[src/rtl/mw_add_pkg.sv]
// Shared constants, FSM state type and helpers for the multi-word adder.
// Optional subtract support is enabled by defining MW_ADD_SUB_EN.
package mw_add_pkg;

    localparam int WORD_W     = 16;
    localparam int NWORDS_DEF = 4;

    typedef enum logic [1:0] {
        IDLE = 2'd0,
        RUN  = 2'd1,
        DONE = 2'd2
    } state_t;

    // Slice counter width; at least one bit so NWORDS=2 still counts 0..1.
    function automatic int cnt_w(input int n);
        return (n <= 2) ? 1 : $clog2(n);
    endfunction

endpackage

[src/rtl/mw_add64_if.sv]
// Operand/result handshake bundle for mw_add64.
// The sub signal exists only when MW_ADD_SUB_EN is defined.
interface mw_add64_if
    import mw_add_pkg::*;
#(
    parameter int NWORDS = NWORDS_DEF
);

    localparam int W = WORD_W * NWORDS;

    logic         in_valid;
    logic         in_ready;
    logic [W-1:0] a;
    logic [W-1:0] b;
    logic         cin;
`ifdef MW_ADD_SUB_EN
    logic         sub;
`endif
    logic         out_valid;
    logic         out_ready;
    logic [W-1:0] sum;
    logic         cout;
    logic         ovf;
    logic         busy;

    modport master (
        output in_valid, a, b, cin,
`ifdef MW_ADD_SUB_EN
        output sub,
`endif
        output out_ready,
        input  in_ready, out_valid, sum, cout, ovf, busy
    );

    modport slave (
        input  in_valid, a, b, cin,
`ifdef MW_ADD_SUB_EN
        input  sub,
`endif
        input  out_ready,
        output in_ready, out_valid, sum, cout, ovf, busy
    );

endinterface

[src/rtl/add16.sv]
// 16-bit ripple-carry slice adder, reused once per RUN cycle.
module add16
    import mw_add_pkg::*;
(
    input  logic [WORD_W-1:0] a,
    input  logic [WORD_W-1:0] b,
    input  logic              cin,
    output logic [WORD_W-1:0] sum,
    output logic              cout
);

    logic c;

    always_comb begin
        sum = '0;
        c   = cin;
        for (int i = 0; i < WORD_W; i++) begin
            sum[i] = a[i] ^ b[i] ^ c;
            c      = (a[i] & b[i]) | (c & (a[i] ^ b[i]));
        end
        cout = c;
    end

endmodule

[src/rtl/mw_add64.sv]
// Multi-cycle wide adder: one 16-bit slice per cycle through a shared add16.
// Define MW_ADD_SUB_EN to add the sub input (A - B via inverted B, carry-in 1).
module mw_add64
    import mw_add_pkg::*;
#(
    parameter int NWORDS = NWORDS_DEF
) (
    input logic       clk,
    input logic       rst,
    mw_add64_if.slave bus
);

    localparam int W  = WORD_W * NWORDS;
    localparam int CW = cnt_w(NWORDS);
    localparam logic [CW-1:0] LAST = CW'(NWORDS - 1);

    state_t            state;
    logic [CW-1:0]     cnt;
    logic              carry;
    logic [W-1:0]      a_q;
    logic [W-1:0]      b_q;
    logic [W-1:0]      sum_q;
    logic              cout_q;
    logic              ovf_q;
    logic [WORD_W-1:0] a_sl;
    logic [WORD_W-1:0] b_sl;
    logic [WORD_W-1:0] s_sl;
    logic              c_out;
    logic              c_msb;
    logic              cin_eff;

`ifdef MW_ADD_SUB_EN
    logic sub_q;
    assign cin_eff = bus.sub | bus.cin;
`else
    assign cin_eff = bus.cin;
`endif

    always_comb begin
        a_sl = '0;
        b_sl = '0;
        for (int k = 0; k < NWORDS; k++) begin
            if (cnt == CW'(k)) begin
                a_sl = a_q[k*WORD_W +: WORD_W];
                b_sl = b_q[k*WORD_W +: WORD_W];
            end
        end
`ifdef MW_ADD_SUB_EN
        if (sub_q)
            b_sl = ~b_sl;
`endif
    end

    add16 u_add16 (
        .a    (a_sl),
        .b    (b_sl),
        .cin  (carry),
        .sum  (s_sl),
        .cout (c_out)
    );

    // Carry into the MSB recovered from the top bit's sum equation.
    assign c_msb = a_sl[WORD_W-1] ^ b_sl[WORD_W-1] ^ s_sl[WORD_W-1];

    always_ff @(posedge clk) begin
        if (rst) begin
            state  <= IDLE;
            cnt    <= '0;
            carry  <= 1'b0;
            a_q    <= '0;
            b_q    <= '0;
            sum_q  <= '0;
            cout_q <= 1'b0;
            ovf_q  <= 1'b0;
`ifdef MW_ADD_SUB_EN
            sub_q  <= 1'b0;
`endif
        end else begin
            unique case (state)
                IDLE: begin
                    if (bus.in_valid) begin
                        a_q   <= bus.a;
                        b_q   <= bus.b;
                        cnt   <= '0;
                        carry <= cin_eff;
`ifdef MW_ADD_SUB_EN
                        sub_q <= bus.sub;
`endif
                        state <= RUN;
                    end
                end
                RUN: begin
                    for (int k = 0; k < NWORDS; k++) begin
                        if (cnt == CW'(k))
                            sum_q[k*WORD_W +: WORD_W] <= s_sl;
                    end
                    carry <= c_out;
                    cnt   <= cnt + 1'b1;
                    if (cnt == LAST) begin
                        cout_q <= c_out;
                        ovf_q  <= c_msb ^ c_out;
                        cnt    <= '0;
                        state  <= DONE;
                    end
                end
                DONE: begin
                    if (bus.out_ready)
                        state <= IDLE;
                end
                default: state <= IDLE;
            endcase
        end
    end

    assign bus.in_ready  = (state == IDLE);
    assign bus.out_valid = (state == DONE);
    assign bus.busy      = (state != IDLE);
    assign bus.sum       = sum_q;
    assign bus.cout      = cout_q;
    assign bus.ovf       = ovf_q;

endmodule

[src/flat_wrapper.sv]
// flat-port wrapper written by rule: the top's interface ports become plain ports
module mw_add64_flat import mw_add_pkg::*;
#(
    parameter int NWORDS = NWORDS_DEF
)
  (clk, rst, bus_in_valid, bus_a, bus_b, bus_cin, bus_out_ready, bus_in_ready, bus_out_valid, bus_sum, bus_cout, bus_ovf, bus_busy);
  mw_add64_if #(.NWORDS(NWORDS)) bus_i ();
  input logic clk;
  input logic rst;
  input wire logic [$bits(bus_i.in_valid)-1:0] bus_in_valid;
  input wire logic [$bits(bus_i.a)-1:0] bus_a;
  input wire logic [$bits(bus_i.b)-1:0] bus_b;
  input wire logic [$bits(bus_i.cin)-1:0] bus_cin;
  input wire logic [$bits(bus_i.out_ready)-1:0] bus_out_ready;
  output wire logic [$bits(bus_i.in_ready)-1:0] bus_in_ready;
  output wire logic [$bits(bus_i.out_valid)-1:0] bus_out_valid;
  output wire logic [$bits(bus_i.sum)-1:0] bus_sum;
  output wire logic [$bits(bus_i.cout)-1:0] bus_cout;
  output wire logic [$bits(bus_i.ovf)-1:0] bus_ovf;
  output wire logic [$bits(bus_i.busy)-1:0] bus_busy;
  assign bus_i.in_valid = bus_in_valid;
  assign bus_i.a = bus_a;
  assign bus_i.b = bus_b;
  assign bus_i.cin = bus_cin;
  assign bus_i.out_ready = bus_out_ready;
  assign bus_in_ready = bus_i.in_ready;
  assign bus_out_valid = bus_i.out_valid;
  assign bus_sum = bus_i.sum;
  assign bus_cout = bus_i.cout;
  assign bus_ovf = bus_i.ovf;
  assign bus_busy = bus_i.busy;
  mw_add64 #(.NWORDS(NWORDS)) u_core (.clk(clk), .rst(rst), .bus(bus_i));
endmodule
[config.mk]
export PLATFORM = sky130hd
export DESIGN_NAME = mw_add64_flat
export DESIGN_NICKNAME = d
export VERILOG_FILES = /design/src/rtl/mw_add_pkg.sv /design/src/rtl/mw_add64_if.sv /design/src/rtl/add16.sv /design/src/rtl/mw_add64.sv /design/src/flat_wrapper.sv
export SDC_FILE = /design/constraint.sdc
export NUM_CORES = 1
export LEC_CHECK = 0
export ABC_CLOCK_PERIOD_IN_PS = 11200
export BUFFER_PORTS_ARGS = -buffer_cell sky130_fd_sc_hd__clkbuf_2
export CORE_ASPECT_RATIO = 2
export CORE_MARGIN = 5
export CORE_UTILIZATION = 45
export CTS_CLUSTER_SIZE = 30
export DETAILED_ROUTE_END_ITERATION = 6
export GPL_TIMING_DRIVEN = 0
export PLACE_DENSITY = 0.69
export SETUP_SLACK_MARGIN = 0.3
export SLEW_MARGIN = 5
export SYNTH_ARGS = -nofsm -noshare
export SYNTH_HDL_FRONTEND = slang
export SYNTH_SLANG_ARGS = --single-unit
[constraint.sdc]
create_clock -name clk -period 11.2 [get_ports clk]
set_input_delay 2.24 -clock clk [delete_from_list [all_inputs] [get_ports clk]]
set_output_delay 2.24 -clock clk [all_outputs]
set_load 0.02 [all_outputs]
==> impl_metrics.tcl <==
set metrics [dict create \
    status "finished clean" \
    wl_per_cell_um 18.95 \
    rsz0062_at_grt "no" \
    root_buffer "clkbuf_16" \
    min_path_type "reg2reg" \
    combPwrFrac 0.156 \
    die-area_sq_mm 0.02143 \
    clk_pin_slew_ns 0.07 \
    post_cts_buffers 0 \
    power_frac_seq 0.481 \
    drive_above_1_share 0.2303 \
    die_h_um 202.1 \
    critPathSlowestCell "fa_1" \
    setup_violations 0 \
    crit_buf_inv 5 \
    clock_latency_ns 0.44 \
    htreeDepth 4 \
    synth.avg_cell_area_sq_um 8.393 \
    cp_data_required_time_ns 11.54 \
    syn_area_sq_mm 0.008300 \
    nNetsFinal 1362 \
    gp_congestion 0.9236 \
    crit_cells 25 \
    hold_violations 0 \
    cp_top_family "adder cells" \
    setup_ws_ns 2.426 \
    netSwitchingPower_uw 460.7 \
    whs_ns 0.4556 \
    syn_inst 989 \
    grt_overflow 0 \
    slew_violations 0 \
    vias 7706 \
    clockBufferDepth 2 \
    syn_to_final_growth_pct 21.93 \
    rrSetupSlack_ns 2.43 \
    initial_utilization 0.4556 \
    viasPerCell 5.366 \
    antenna_found_initial 0 \
    fin_area_sq_mm 0.01012 \
    cts_resized 0 \
    port_buffers 200 \
    dr.pass1.iters 7 \
    ios 202 \
    seq_area_frac_synth 0.4800 \
    cp-start-kind "flip-flop" \
    cp.arrival_ns 9.11 \
    synth_warnings 0 \
    worstSetupPathType "reg2reg" \
    hpwlAfterDp_um 22180 \
    crit_path_max_fanout 10 \
    place_ws_ns 2.541 \
    ys_ff_latch 199 \
    grt_pass1_wl_um 41130 \
    max_freq_ghz 0.1140 \
    cts_buffers 17 \
    power.density_mw_per_mm2 157.5 \
    r2r_start "u_core.cnt[0]" \
    cp-end-kind "flip-flop" \
    power_switching_share 0.2890 \
    grt_pass1_vias 7802 \
    core_area_sq_mm 0.01822 \
    synth.distinct_cells 30 \
    pwr-share-clk 0.364 \
    r2r_end "u_core.bus.ovf" \
    finalCriticalPeriod_ns 8.774 \
    p_leak_nw 4.080 \
    diodes 0 \
    p_total_mw 1.594 \
    cts_tree "done" \
    std_cell_rows 70 \
    crit_path_frequent_cell "fa_1" \
    crit_start "u_core.cnt[0]" \
    cts_num_sinks 199 \
    dr.first_iter.drc_count 325 \
    p_int_mw 1.133 \
    endpoint "u_core.bus.ovf" \
    placed_area_sq_mm 0.009572 \
    relSlewSlack 0.5941 \
    post-route-drc-count 0 \
    grt_usage 0.2542 \
    routed_wl_um 27210 \
    cts_hold_buffers 0 \
    cpPeakStageDelay_ns 0.50 \
    detail-route-antenna-nets 0 \
    min_period_over_period 0.7834 \
    skew_ns 0.01139 \
    ir_worst_vdd_mv 0.09182 \
    grt_max_degree 19 \
    reg2reg_depth 25 \
    synth_nets 1143 \
    worst_slew_pin_slew_ns 0.6088 \
    finalSetupTns_ns 0 \
    cap_violations 0 \
    die_w_um 106.0 \
]
-- worst min-delay path by stage --
stage | startpoint | end | depth (start not counted)
2_1_floorplan | u_core.a_q[13] | u_core.a_q[13] | 2
3_3_place_gp | u_core.b_q[11] | u_core.b_q[11] | 2
3_5_place_dp | u_core.b_q[38] | u_core.b_q[38] | 2
4_1_cts | u_core.b_q[38] | u_core.b_q[38] | 2
5_1_grt | u_core.b_q[38] | u_core.b_q[38] | 2
6_report | u_core.b_q[11] | u_core.b_q[11] | 2
-- synth_stat cells --
master	n	area [sq um]
or2_2	1	6.260
a32oi_1	2	17.52
inv_1	37	138.9
buf_6	10	112.6
o21bai_1	1	7.510
nand2b_1	2	12.51
a221oi_1	5	43.79
mux2i_1	8	80.08
a21oi_1	160	800.8
a221o_1	28	280.3
and2_1	1	6.260
nor3_1	1	5.000
xor2_1	1	8.760
a22oi_1	28	210.2
nor2b_1	6	37.54
nor2_1	66	247.7
nor3b_2	1	12.51
nand2_1	266	998.5
o41ai_1	1	8.760
dfxtp_1	199	3984
or3b_1	1	8.760
and3b_1	4	35.03
ha_1	5	62.56
nand3b_1	2	15.01
clkbuf_1	39	146.4
buf_4	21	157.7
a211oi_1	56	420.4
buf_2	17	85.08
fa_1	16	320.3
o31ai_1	4	30.03
-- final cells by class --
class / count / area, sq um
fill: 1760 / 8097
timing repair buffer: 200 / 1001
buffer: 87 / 501.7
clock buffer: 18 / 439.2
inverter: 37 / 138.9
clock inverter: 13 / 110.1
sequential: 199 / 3984
multi-input combinational: 666 / 3676
tap: 216 / 270.3
-- layer usage --
layer / track usage / routed length (um) / vias up / part of all wire
met5: 0 / 0 / - / 0
met2: 0.4717 / 14480 / 281 / 0.53
met3: 0.04155 / 1410 / 92 / 0.052
met1: 0.2379 / 8933 / 3546 / 0.33
li1: - / - / 3787 / -
met4: 0.2075 / 2381 / 0 / 0.088
-- cell families (layout without fill, tap and decap cells) --
family,Yosys count,count (layout),share of synthesized area
AO/OA/AOI/OAI,285,285,0.2192
XOR/XNOR,1,1,0.001055
adder cells (fa/ha/maj),21,21,0.04613
buffers and inverters,124,355,0.07718
flip-flops,199,199,0.4800
multiplexers,8,8,0.009648
AND/OR/NAND/NOR,351,351,0.1669
-- power groups by stage --
stage | Sequential (mW) | Clock, mW | Combinational [mW]
final | 0.766 | 0.579 | 0.249
after global routing | 0.769 | 0.615 | 0.270
after CTS | 0.766 | 0.587 | 0.250
after detailed placement | 0.782 | 0 | 0.249
after global placement | 0.781 | 0 | 0.247
after floorplan | 0.785 | 0 | 0.139
-- layout by cell type, fill, tap and decap left out, drive strengths merged, types with 2 or more instances in the layout --
cell      synthesis  layout
and3b             4       4
buf              48      48
a32oi             2       2
clkinv            0       3
clkbuf           39     257
a221o            28      28
ha                5       5
nand3b            2       2
nand2b            2       2
fa               16      16
inv              37      45
nor2b             6       6
a22oi            28      28
nor2             66      66
a221oi            5       5
nand2           266     266
dfxtp           199     199
o31ai             4       4
clkinvlp          0       2
mux2i             8       8
a211oi           56      56
a21oi           160     160
-- state kept, by name (all words and copies together), names as in the netlist --
register and count:
u_core.bus.ovf 1, u_core.bus.cout 1, u_core.a_q 64, u_core.b_q 64
u_core.bus.sum 64, u_core.cnt 2, u_core.state 2, u_core.carry 1
-- through the flow --
step | utilization | std cells
floorplan | - | 989
finish | 0.5556 | 1436
global placement | 0.5254 | 1405
CTS | 0.5556 | 1436
global route | 0.5556 | 1436
detailed placement | 0.5254 | 1405
-- worst reg2reg max path: cells and delay by family, from the launching register on --
| family | cells | cell delay (ns) |
|---|---|---|
| flip-flops | 1 | 0.41 |
| buffers and inverters | 5 | 1.05 |
| AND/OR/NAND/NOR | 1 | 0.18 |
| AO/OA/AOI/OAI | 2 | 0.42 |
| adder cells (fa/ha/maj) | 17 | 6.65 |
No activity file was read; power rests on OpenSTA's default activity.
